**config.mk**
```make
export PLATFORM = sky130hd
export DESIGN_NAME = alu_sequencer_flat
export DESIGN_NICKNAME = d
export VERILOG_FILES = /design/src/rtl/alu_sequencer_if.sv /design/src/rtl/alu_sequencer.sv /design/src/flat_wrapper.sv
export SDC_FILE = /design/constraint.sdc
export NUM_CORES = 1
export LEC_CHECK = 0
export CORE_ASPECT_RATIO = 0.5
export CORE_UTILIZATION = 36
export DETAILED_ROUTE_END_ITERATION = 10
export PLACE_DENSITY_LB_ADDON = 0.1
export SETUP_SLACK_MARGIN = 0.4
export SLEW_MARGIN = 20
export SYNTH_ARGS = -nofsm -noshare
export SYNTH_HDL_FRONTEND = slang
export SYNTH_SLANG_ARGS = --single-unit
```
**constraint.sdc**
```tcl
create_clock -name clk -period 2.7 [get_ports clk]
set_clock_uncertainty 0.1 [all_clocks]
set_input_delay 0.405 -clock clk [delete_from_list [all_inputs] [get_ports clk]]
set_output_delay 0.405 -clock clk [all_outputs]
set_load 0.05 [all_outputs]
```
**src/rtl/alu_sequencer_if.sv**
```systemverilog
// ---------------------------------------------------------------------------
// alu_sequencer_if
// Request/response bundle between a requester and alu_sequencer.
//   Request : req_valid, req_ready, opcode, funct, shamt, imm, rs_val, rt_val
//   Response: resp_valid, resp_ready, result, ovf, branch_taken, illegal
// Modports:
//   slave  - the sequencer (accepts requests, produces responses)
//   master - the requester/consumer side
// ---------------------------------------------------------------------------
interface alu_sequencer_if #(
    parameter int DATA_W = 32
);
    logic              req_valid;
    logic              req_ready;
    logic [5:0]        opcode;
    logic [5:0]        funct;
    logic [4:0]        shamt;
    logic [15:0]       imm;
    logic [DATA_W-1:0] rs_val;
    logic [DATA_W-1:0] rt_val;

    logic              resp_valid;
    logic              resp_ready;
    logic [DATA_W-1:0] result;
    logic              ovf;
    logic              branch_taken;
    logic              illegal;

    modport slave (
        input  req_valid, opcode, funct, shamt, imm, rs_val, rt_val, resp_ready,
        output req_ready, resp_valid, result, ovf, branch_taken, illegal
    );

    modport master (
        output req_valid, opcode, funct, shamt, imm, rs_val, rt_val, resp_ready,
        input  req_ready, resp_valid, result, ovf, branch_taken, illegal
    );
endinterface

```
**src/rtl/alu_sequencer.sv**
```systemverilog
// ---------------------------------------------------------------------------
// alu_sequencer
// Initiator-side controller for a 3-bit-select combinational ALU. Takes one
// decoded MIPS-subset operation at a time, drives the ALU, and returns a
// registered result, overflow and branch decision. Variable-amount SLL is
// built by iterating the ALU's shift-by-one select.
// Ports:
//   clk, rst           - clock, synchronous active-high reset
//   bus (slave)        - request/response handshake bundle
//   alu_a/alu_b/alu_sel- registered ALU drive
//   alu_f/alu_ovf/alu_zero - ALU outputs, sampled at the edge ending EXEC/SHIFT
// ---------------------------------------------------------------------------
module alu_sequencer #(
    parameter int DATA_W = 32,
    parameter int SEL_W  = 3
) (
    input  logic              clk,
    input  logic              rst,
    alu_sequencer_if.slave    bus,
    output logic [DATA_W-1:0] alu_a,
    output logic [DATA_W-1:0] alu_b,
    output logic [SEL_W-1:0]  alu_sel,
    input  logic [DATA_W-1:0] alu_f,
    input  logic              alu_ovf,
    input  logic              alu_zero
);
    localparam logic [SEL_W-1:0] SEL_ADD = SEL_W'(3'b000);
    localparam logic [SEL_W-1:0] SEL_AND = SEL_W'(3'b010);
    localparam logic [SEL_W-1:0] SEL_OR  = SEL_W'(3'b011);
    localparam logic [SEL_W-1:0] SEL_SLT = SEL_W'(3'b100);
    localparam logic [SEL_W-1:0] SEL_SLL = SEL_W'(3'b101);
    localparam logic [SEL_W-1:0] SEL_BEQ = SEL_W'(3'b110);
    localparam logic [SEL_W-1:0] SEL_BNE = SEL_W'(3'b111);
    // AND of zeros keeps f driven while the ALU is parked.
    localparam logic [SEL_W-1:0] SEL_PARK = SEL_AND;

    typedef enum logic [1:0] {S_IDLE, S_EXEC, S_SHIFT, S_DONE} state_t;
    // K_ADD carries the overflow flag; K_LOGIC covers AND/OR/SLT.
    typedef enum logic [2:0] {K_ADD, K_LOGIC, K_BRANCH, K_SLL, K_ILLEGAL} kind_t;

    state_t            state;
    kind_t             kind_q;
    logic [4:0]        cnt;

    kind_t             dec_kind;
    logic [SEL_W-1:0]  dec_sel;
    logic [DATA_W-1:0] dec_b;

    // Decode of the request currently presented on the bus.
    // NOTE: every output of a combinational block gets a default first so
    // no path through the case statements can infer a latch.
    always_comb begin
        dec_kind = K_ILLEGAL;
        dec_sel  = SEL_PARK;
        dec_b    = bus.rt_val;
        case (bus.opcode)
            6'h00: begin
                case (bus.funct)
                    6'h20: begin dec_kind = K_ADD;   dec_sel = SEL_ADD; end
                    6'h24: begin dec_kind = K_LOGIC; dec_sel = SEL_AND; end
                    6'h25: begin dec_kind = K_LOGIC; dec_sel = SEL_OR;  end
                    6'h2A: begin dec_kind = K_LOGIC; dec_sel = SEL_SLT; end
                    6'h00: begin dec_kind = K_SLL;   dec_sel = SEL_SLL; end
                    default: dec_kind = K_ILLEGAL;
                endcase
            end
            6'h08: begin
                dec_kind = K_ADD;
                dec_sel  = SEL_ADD;
                dec_b    = {{(DATA_W-16){bus.imm[15]}}, bus.imm};
            end
            6'h04: begin dec_kind = K_BRANCH; dec_sel = SEL_BEQ; end
            6'h05: begin dec_kind = K_BRANCH; dec_sel = SEL_BNE; end
            default: dec_kind = K_ILLEGAL;
        endcase
    end

    // Single-process FSM. The ALU operand registers double as the latched
    // operands; in SHIFT, alu_a is the running accumulator.
    // NOTE: sequential state uses non-blocking assignments only, so every
    // register sees pre-edge values of the others.
    always_ff @(posedge clk) begin
        if (rst) begin
            // NOTE: every register, including operands and counter, is reset
            // so an aborted operation leaves nothing behind.
            state            <= S_IDLE;
            kind_q           <= K_ADD;
            cnt              <= '0;
            alu_a            <= '0;
            alu_b            <= '0;
            alu_sel          <= SEL_PARK;
            bus.req_ready    <= 1'b1;
            bus.resp_valid   <= 1'b0;
            bus.result       <= '0;
            bus.ovf          <= 1'b0;
            bus.branch_taken <= 1'b0;
            bus.illegal      <= 1'b0;
        end else begin
            case (state)
                S_IDLE: begin
                    if (bus.req_valid) begin
                        bus.req_ready <= 1'b0;
                        kind_q        <= dec_kind;
                        case (dec_kind)
                            K_ILLEGAL: begin
                                bus.illegal    <= 1'b1;
                                bus.result     <= '0;
                                bus.resp_valid <= 1'b1;
                                state          <= S_DONE;
                            end
                            K_SLL: begin
                                if (bus.shamt == 5'd0) begin
                                    bus.result     <= bus.rt_val;
                                    bus.resp_valid <= 1'b1;
                                    state          <= S_DONE;
                                end else begin
                                    alu_a   <= bus.rt_val;
                                    alu_b   <= '0;
                                    alu_sel <= SEL_SLL;
                                    cnt     <= bus.shamt;
                                    state   <= S_SHIFT;
                                end
                            end
                            default: begin
                                alu_a   <= bus.rs_val;
                                alu_b   <= dec_b;
                                alu_sel <= dec_sel;
                                state   <= S_EXEC;
                            end
                        endcase
                    end
                end
                S_EXEC: begin
                    // BEQ/BNE leave f undefined, so only the flag is used.
                    if (kind_q == K_BRANCH) begin
                        bus.result       <= '0;
                        bus.branch_taken <= alu_zero;
                    end else begin
                        bus.result <= alu_f;
                    end
                    bus.ovf        <= (kind_q == K_ADD) && alu_ovf;
                    bus.resp_valid <= 1'b1;
                    alu_a          <= '0;
                    alu_b          <= '0;
                    alu_sel        <= SEL_PARK;
                    state          <= S_DONE;
                end
                S_SHIFT: begin
                    if (cnt == 5'd1) begin
                        bus.result     <= alu_f;
                        bus.resp_valid <= 1'b1;
                        alu_a          <= '0;
                        alu_sel        <= SEL_PARK;
                        state          <= S_DONE;
                    end else begin
                        alu_a <= alu_f;
                    end
                    cnt <= cnt - 5'd1;
                end
                S_DONE: begin
                    // Returning to IDLE with req_ready set guarantees one
                    // IDLE cycle before the next request can be taken.
                    if (bus.resp_ready) begin
                        bus.resp_valid   <= 1'b0;
                        bus.result       <= '0;
                        bus.ovf          <= 1'b0;
                        bus.branch_taken <= 1'b0;
                        bus.illegal      <= 1'b0;
                        bus.req_ready    <= 1'b1;
                        state            <= S_IDLE;
                    end
                end
                default: state <= S_IDLE;
            endcase
        end
    end
endmodule

```
**src/flat_wrapper.sv**
```systemverilog
// flat-port wrapper written by rule: the top's interface ports become plain ports
module alu_sequencer_flat 
#(
    parameter int DATA_W = 32,
    parameter int SEL_W  = 3
)
  (clk, rst, alu_a, alu_b, alu_sel, alu_f, alu_ovf, alu_zero, bus_req_valid, bus_opcode, bus_funct, bus_shamt, bus_imm, bus_rs_val, bus_rt_val, bus_resp_ready, bus_req_ready, bus_resp_valid, bus_result, bus_ovf, bus_branch_taken, bus_illegal);
  alu_sequencer_if #(.DATA_W(DATA_W)) bus_i ();
  input  logic clk;
  input  logic rst;
  output logic [DATA_W-1:0] alu_a;
  output logic [DATA_W-1:0] alu_b;
  output logic [SEL_W-1:0] alu_sel;
  input  logic [DATA_W-1:0] alu_f;
  input  logic alu_ovf;
  input  logic alu_zero;
  input wire logic [$bits(bus_i.req_valid)-1:0] bus_req_valid;
  input wire logic [$bits(bus_i.opcode)-1:0] bus_opcode;
  input wire logic [$bits(bus_i.funct)-1:0] bus_funct;
  input wire logic [$bits(bus_i.shamt)-1:0] bus_shamt;
  input wire logic [$bits(bus_i.imm)-1:0] bus_imm;
  input wire logic [$bits(bus_i.rs_val)-1:0] bus_rs_val;
  input wire logic [$bits(bus_i.rt_val)-1:0] bus_rt_val;
  input wire logic [$bits(bus_i.resp_ready)-1:0] bus_resp_ready;
  output wire logic [$bits(bus_i.req_ready)-1:0] bus_req_ready;
  output wire logic [$bits(bus_i.resp_valid)-1:0] bus_resp_valid;
  output wire logic [$bits(bus_i.result)-1:0] bus_result;
  output wire logic [$bits(bus_i.ovf)-1:0] bus_ovf;
  output wire logic [$bits(bus_i.branch_taken)-1:0] bus_branch_taken;
  output wire logic [$bits(bus_i.illegal)-1:0] bus_illegal;
  assign bus_i.req_valid = bus_req_valid;
  assign bus_i.opcode = bus_opcode;
  assign bus_i.funct = bus_funct;
  assign bus_i.shamt = bus_shamt;
  assign bus_i.imm = bus_imm;
  assign bus_i.rs_val = bus_rs_val;
  assign bus_i.rt_val = bus_rt_val;
  assign bus_i.resp_ready = bus_resp_ready;
  assign bus_req_ready = bus_i.req_ready;
  assign bus_resp_valid = bus_i.resp_valid;
  assign bus_result = bus_i.result;
  assign bus_ovf = bus_i.ovf;
  assign bus_branch_taken = bus_i.branch_taken;
  assign bus_illegal = bus_i.illegal;
  alu_sequencer #(.DATA_W(DATA_W), .SEL_W(SEL_W)) u_core (.clk(clk), .rst(rst), .bus(bus_i), .alu_a(alu_a), .alu_b(alu_b), .alu_sel(alu_sel), .alu_f(alu_f), .alu_ovf(alu_ovf), .alu_zero(alu_zero));
endmodule
```
==> results of run 1 <==
==> path summary, 6_finish.rpt <==
| kind | endpoint | startpoint | depth (start not counted) | slack, ps |
|---|---|---|---|---|
| setup / recovery | u_core.alu_a[27] | bus_opcode[1] | 9 | 450 |
| hold / removal | u_core.kind_q[0] | rst | 2 | 220 |
| setup reg to reg | u_core.alu_a[12] | u_core.cnt[1] | 10 | 530 |
| hold reg to reg | u_core.bus.branch_taken | u_core.bus.branch_taken | 2 | 380 |
==> cells in the mapped netlist, drive strengths merged, types with 2 or more instances <==
library cell | number | share of area [%]
dfxtp | 114 | 39
nor2 | 90 | 5.7
a211oi | 73 | 13
inv | 44 | 2.8
clkbuf | 35 | 2.2
a21oi | 32 | 2.7
a222oi | 32 | 5.4
a22oi | 32 | 4.1
o32ai | 32 | 8.6
buf | 23 | 2.8
mux2i | 20 | 3.4
nand2 | 13 | 0.83
nor3 | 12 | 1.3
o21ai | 9 | 0.76
nand3 | 7 | 0.59
ha | 6 | 1.3
nand2b | 4 | 0.42
nor2b | 4 | 0.42
and2 | 3 | 0.32
or4 | 3 | 0.38
a31oi | 2 | 0.21
and3 | 2 | 0.21
and4 | 2 | 0.30
nor3b | 2 | 0.25
nor4 | 2 | 0.21
==> report_power, final <==
part / switching [mW] / total [mW] / internal (mW)
clock network: 0.832 / 2.59 / 1.76
registers: 0.274 / 2.46 / 2.19
logic: 3.93 / 6.51 / 2.57
==> stage by stage <==
stage / setup WS (ps) / setup TNS [ps] / area [µm²]
after floorplan: 630.3 / 0 / 5909
after global placement: -128.9 / -3429 / 8902
after detailed placement: -158.1 / -4267 / 8902
after CTS: 398.0 / 0 / 9597
after global routing: 365.7 / 0 / 9724
final: 447.5 / 0 / 9724
==> worst max-delay path, stage by stage <==
cell and delay (ps):
clkdlybuf4s50_1 440, nor3_4 310, nand2_1 130, buf_4 170, nor3_2 280, buf_6 240, buf_12 170, a222oi_1 90
a211oi_2 230
==> state kept, by name, indices dropped and copies added (netlist names) <==
| signal | cells |
|---|---|
| u_core.bus.branch_taken | 1 |
| u_core.state | 2 |
| u_core.alu_sel | 3 |
| u_core.alu_a | 32 |
| u_core.bus.result | 32 |
| u_core.alu_b | 32 |
| u_core.bus.resp_valid | 1 |
| u_core.bus.ovf | 1 |
| u_core.bus.req_ready | 1 |
| u_core.bus.illegal | 1 |
| u_core.kind_q | 3 |
| u_core.cnt | 5 |
==> area by class of cell <==
class	count	area, µm²	area share, %
multi-input cells	404	3283	33.76
repair buffers	302	3044	31.30
flip-flops and latches	114	2283	23.48
clock buffers	23	498.0	5.121
well taps	221	276.5	2.844
clock inverters	9	173.9	1.788
inverters	44	165.2	1.698
==> repair_timing <==
item                                    in CTS  in global routing
gates resized for setup                      2                 26
endpoints found under the setup margin      64                 97
pin swaps                                    2                  8
buffers inserted                             2                  4
==> routing by layer <==
| layer | global-route usage, % | vias to the layer above | share of wire, % | wire [µm] |
|---|---|---|---|---|
| met2 | 40.21 | 200 | 47 | 9742 |
| li1 | - | 2911 | - | - |
| met3 | 6.882 | 15 | 7.7 | 1585 |
| met5 | 0 | - | 0 | 0 |
| met1 | 31.24 | 2891 | 44 | 9136 |
| met4 | 7.083 | 0 | 0.97 | 200 |
==> cells by family after synthesis <==
group / after synthesis / synth area share, %
multiplexers: 20 / 3.388
AND/OR/NAND/NOR: 152 / 12.11
buffers and inverters: 102 / 7.792
AO/OA/AOI/OAI: 226 / 36.82
flip-flops: 114 / 38.62
adder cells (fa/ha/maj): 6 / 1.270
==> flow_summary.ini, run 1 <==
[status]
status = finished clean

[placed_design]
post-place-cells = 1079
io_buffer_count = 238
gp_congestion = 0.8740
dp_hpwl_um = 14730

[yosys]
yosysUniqueCellTypes = 53
syn_inst = 620
synth.ff_latch_count = 114
synth_edf_count = 0
async_flop_share_pct = 0
synth.avg_cell_area_um2 = 9.531
synthFlopType = dfxtp_1
synth_nets = 761
ys_seq_area_share_pct = 38.62
synthesis.area_mm2 = 0.005909
yosys_warnings = 0

[clock_network]
cts_tree = yes
clock_latency_ps = 410
cts.reportedPaths.clkPinSlew_ps = 60
cts_sinks = 114
cts_buffer_depth = 2
hold_buffers = 0
cts_buffers = 17
cts-root-buf = clkbuf_16
htreeDepth = 4

[final_layout]
num_antenna_cells = 0
drive_gt1_share_pct = 21.88
syn_to_final_growth_pct = 64.56
nFillCells = 1341
fin_util_pct = 61.80
most-common-layout-cells = 233 x clkdlybuf4s50_1, 113 x dfxtp_1, 83 x nor2_1, 49 x buf_4, 44 x inv_1
final_cell_count_no_fill = 1117
final_common_cell = clkdlybuf4s50_1
nets = 1024

[sta]
worst_hold_slack_ps = 223.0
slew_headroom_pct = 39.49
final-hold-violation-count = 0
fmax_mhz = 444.0
rsz0062_at_grt = true
worstMarginPinSlew_ps = 907.7
setup_viol = 0
min_period_ps = 2252
slew_viol_final = 0
period_share_pct = 83.43

[route]
antenna_left = 0
drc = 0
wl_per_cell_um = 18.50
drt_iter0_markers = 457
routed_wirelength_um = 20670
vias_per_cell = 5.387
vias = 6017
drt_first_pass_iters = 8

[die]
dieArea_mm2 = 0.01696
fp.coreArea_mm2 = 0.01574
start_util_pct = 37.56
die_w_um = 183.2
rows = 32
die_height_um = 92.60
num_io_pins = 239

[setup_path]
crit_path_end_kind = register
arrival_ps = 2480
critPathMaxFanout = 14
critPathRequiredTime_ps = 2920
worstSetupPathType = input port to register
startpoint_type = input port

[global_routing]
grt_pass1_vias = 5859
overflow = 0
grtUsageTotal_pct = 24.46
grt_pass1_wl_um = 31950
grt_max_degree = 59
antenna_found_initial = 0

[pwr]
p_per_area_mw_per_mm2 = 1188
max-vdd-ir-drop_v = 0.0006659
power.total_mw = 11.56
leakage_nw = 3.566

[hold_path]
hold_path.class = input port to register

[job]
maxCapViolCount = 0
Power figures use the tool's default switching activity.
==> inputs of run 2 (changes only) <==
==> constraint.sdc (replaced) <==
create_clock -name clk -period 1.97 [get_ports clk]
set_clock_uncertainty 0.1 [all_clocks]
set_input_delay 0.2955 -clock clk [delete_from_list [all_inputs] [get_ports clk]]
set_output_delay 0.2955 -clock clk [all_outputs]
set_load 0.05 [all_outputs]
==> run 2 against run 1 <==
  * The run now ends with negative setup slack left
  * Die area is the same
  * Final area grew 16%
  * Largest power group unchanged
  * Via count grew 12%
  * Cell count grew 7.9%
  * Critical path depth grew 2
  * Combinational power grew 86%
  * Global-route usage grew 6.6 points
  * Critical path type is now register to register
  * Wire length grew 29%
==> flow_summary.ini, run 2 (synthesis results as in run 1) <==
[setup_path]
timing.rr.start = u_core.cnt[1]
crit_path_end_kind = register
critPathMaxFanout = 8
critical_path.cell_chain = inv_2, ha_4, inv_2, o41ai_4, buf_4, buf_6, nor2_4, buf_6, buf_16, a222oi_1, a211oi_2
worstSetupPathType = register to register
r2r_end = u_core.alu_a[3]
r2r_cells = 11
startpoint_type = register
crit_family = compound AO/OA/AOI/OAI gates
critPathBufInv = 6
critPathRequiredTime_ps = 2140
ff2ff_setup_slack_ps = -240
max_stage_delay_ps = 390
arrival_ps = 2380
crit_slowest_cell = a222oi_1

[die]
start_util_pct = 37.56
num_io_pins = 239
rows = 32
fp.coreArea_mm2 = 0.01574
die_w_um = 183.2
dieArea_mm2 = 0.01696
die_height_um = 92.60

[route]
vias = 6757
vias_per_cell = 5.607
drt_iter0_markers = 578
wl_per_cell_um = 22.10
drt_first_pass_iters = 6
drc = 0
routed_wirelength_um = 26630
antenna_left = 0

[sta]
period_share_pct = 112.0
final-hold-violation-count = 0
fmax_mhz = 453.4
setup_viol = 78
worstMarginPinSlew_ps = 555.4
worst_hold_slack_ps = 228.4
setup_ws_ps = -235.6
slew_headroom_pct = 62.97
slew_viol_final = 0
rsz0062_at_grt = true
min_period_ps = 2206

[placed_design]
dp_hpwl_um = 15260
gp_congestion = 0.8534
io_buffer_count = 238
place_area_mm2 = 0.009299

[job]
maxCapViolCount = 0

[final_layout]
reg_top3 = u_core.alu_a (32), u_core.alu_b (32), u_core.bus.result (32)
drive_gt1_share_pct = 46.44
syn_to_final_growth_pct = 90.15
nFillCells = 1188
final_common_cell = clkdlybuf4s50_1
most-common-layout-cells = 119 x clkdlybuf4s50_1, 110 x dfxtp_1, 106 x buf_4, 66 x clkdlybuf4s15_2, 64 x nor2_1
num_antenna_cells = 0
design_area_mm2 = 0.01124
nets = 1114
fin_util_pct = 71.41

[hold_path]
hold_path.class = input port to register
hold_end = u_core.alu_sel[1]
hold_depth = 4
hp-start = rst

[global_routing]
grtUsageTotal_pct = 31.06
grt_max_degree = 64
grt_pass1_wl_um = 39110
overflow = 0
grt_pass1_vias = 6809
antenna_found_initial = 0

[pwr]
leakage_nw = 4.322
power.total_mw = 18.66
p_per_area_mw_per_mm2 = 1661
max-vdd-ir-drop_v = 0.0008271

[clock_network]
cts_sinks = 114
cts_buffers = 17
cts.reportedPaths.clkPinSlew_ps = 60
cts_tree = yes
clock_latency_ps = 410
cts_buffer_depth = 2
hold_buffers = 0
cts-root-buf = clkbuf_16
htreeDepth = 4

[status]
violations = negative setup slack
status = complete, but fails checks
run 2: changes by cell type in the layout (fill, tap and decap cells not counted), sizes merged, moves of 3 or more:
cell,delta
bufinv,-3
buf,+125
dlymetal6s2s,-4
clkdlybuf4s15,+67
clkdlybuf4s18,+6
clkdlybuf4s50,-114
dlygate4sd2,+7
clkinv,+3
run 2: worst min-delay path, stage by stage:
cell and delay [ps]:
buf_4 130, or4_1 110, a21oi_1 40, mux2i_1 120
run 2: metrics by stage:
stage               setup TNS [ps]  instances  worst slack (ps)
floorplan                        0        620             10.31
global placement            -66800       1111            -784.6
detailed placement          -73130       1111            -831.8
CTS                          -4269       1195            -115.1
global route                -16650       1205            -341.8
finish                       -9772       1205            -235.6
run 2: worst max-delay path by stage:
stage,start,to,cells past startpoint
6_report,u_core.cnt[1],u_core.alu_a[3],11
5_1_grt,u_core.cnt[1],u_core.alu_a[3],11
3_5_place_dp,bus_funct[1],u_core.alu_a[21],7
4_1_cts,u_core.cnt[1],u_core.alu_a[21],11
3_3_place_gp,bus_funct[1],u_core.alu_a[21],7
2_1_floorplan,u_core.cnt[1],u_core.bus.result[20],10
run 2: area by class of cell:
class	count	area, µm²	area share [%]
timing repair buffer	392	4230	37.65
sequential	114	2287	20.35
clock inverter	11	113.9	1.013
multi-input combinational	404	3709	33.00
tap	221	276.5	2.461
inverter	44	167.7	1.492
clock buffer	19	452.9	4.031
run 2: per-layer routing:
metal,vias to the layer above,global-route usage (%),part of all wire (%)
met5,-,0,0
met4,0,9.583,1.7
met3,37,6.213,7.4
met2,293,51.27,47
met1,3328,40.87,43
li1,3099,-,-
run 2: what timing repair did:
item | in CTS | in global routing
gates resized for setup | 387 | 63
buffers inserted | 36 | 8
cloned | 18 | 2
setup endpoints to repair | 197 | 126
pin swaps | 37 | 24
run 2: power by group:
group	total [mW]	leakage [nW]	switching, mW	internal (mW)
registers	3.45	0.936	0.451	3.00
clock network	3.07	0.280	1.17	1.90
logic	12.1	3.11	6.80	5.35
total	18.7	4.32	8.41	10.2
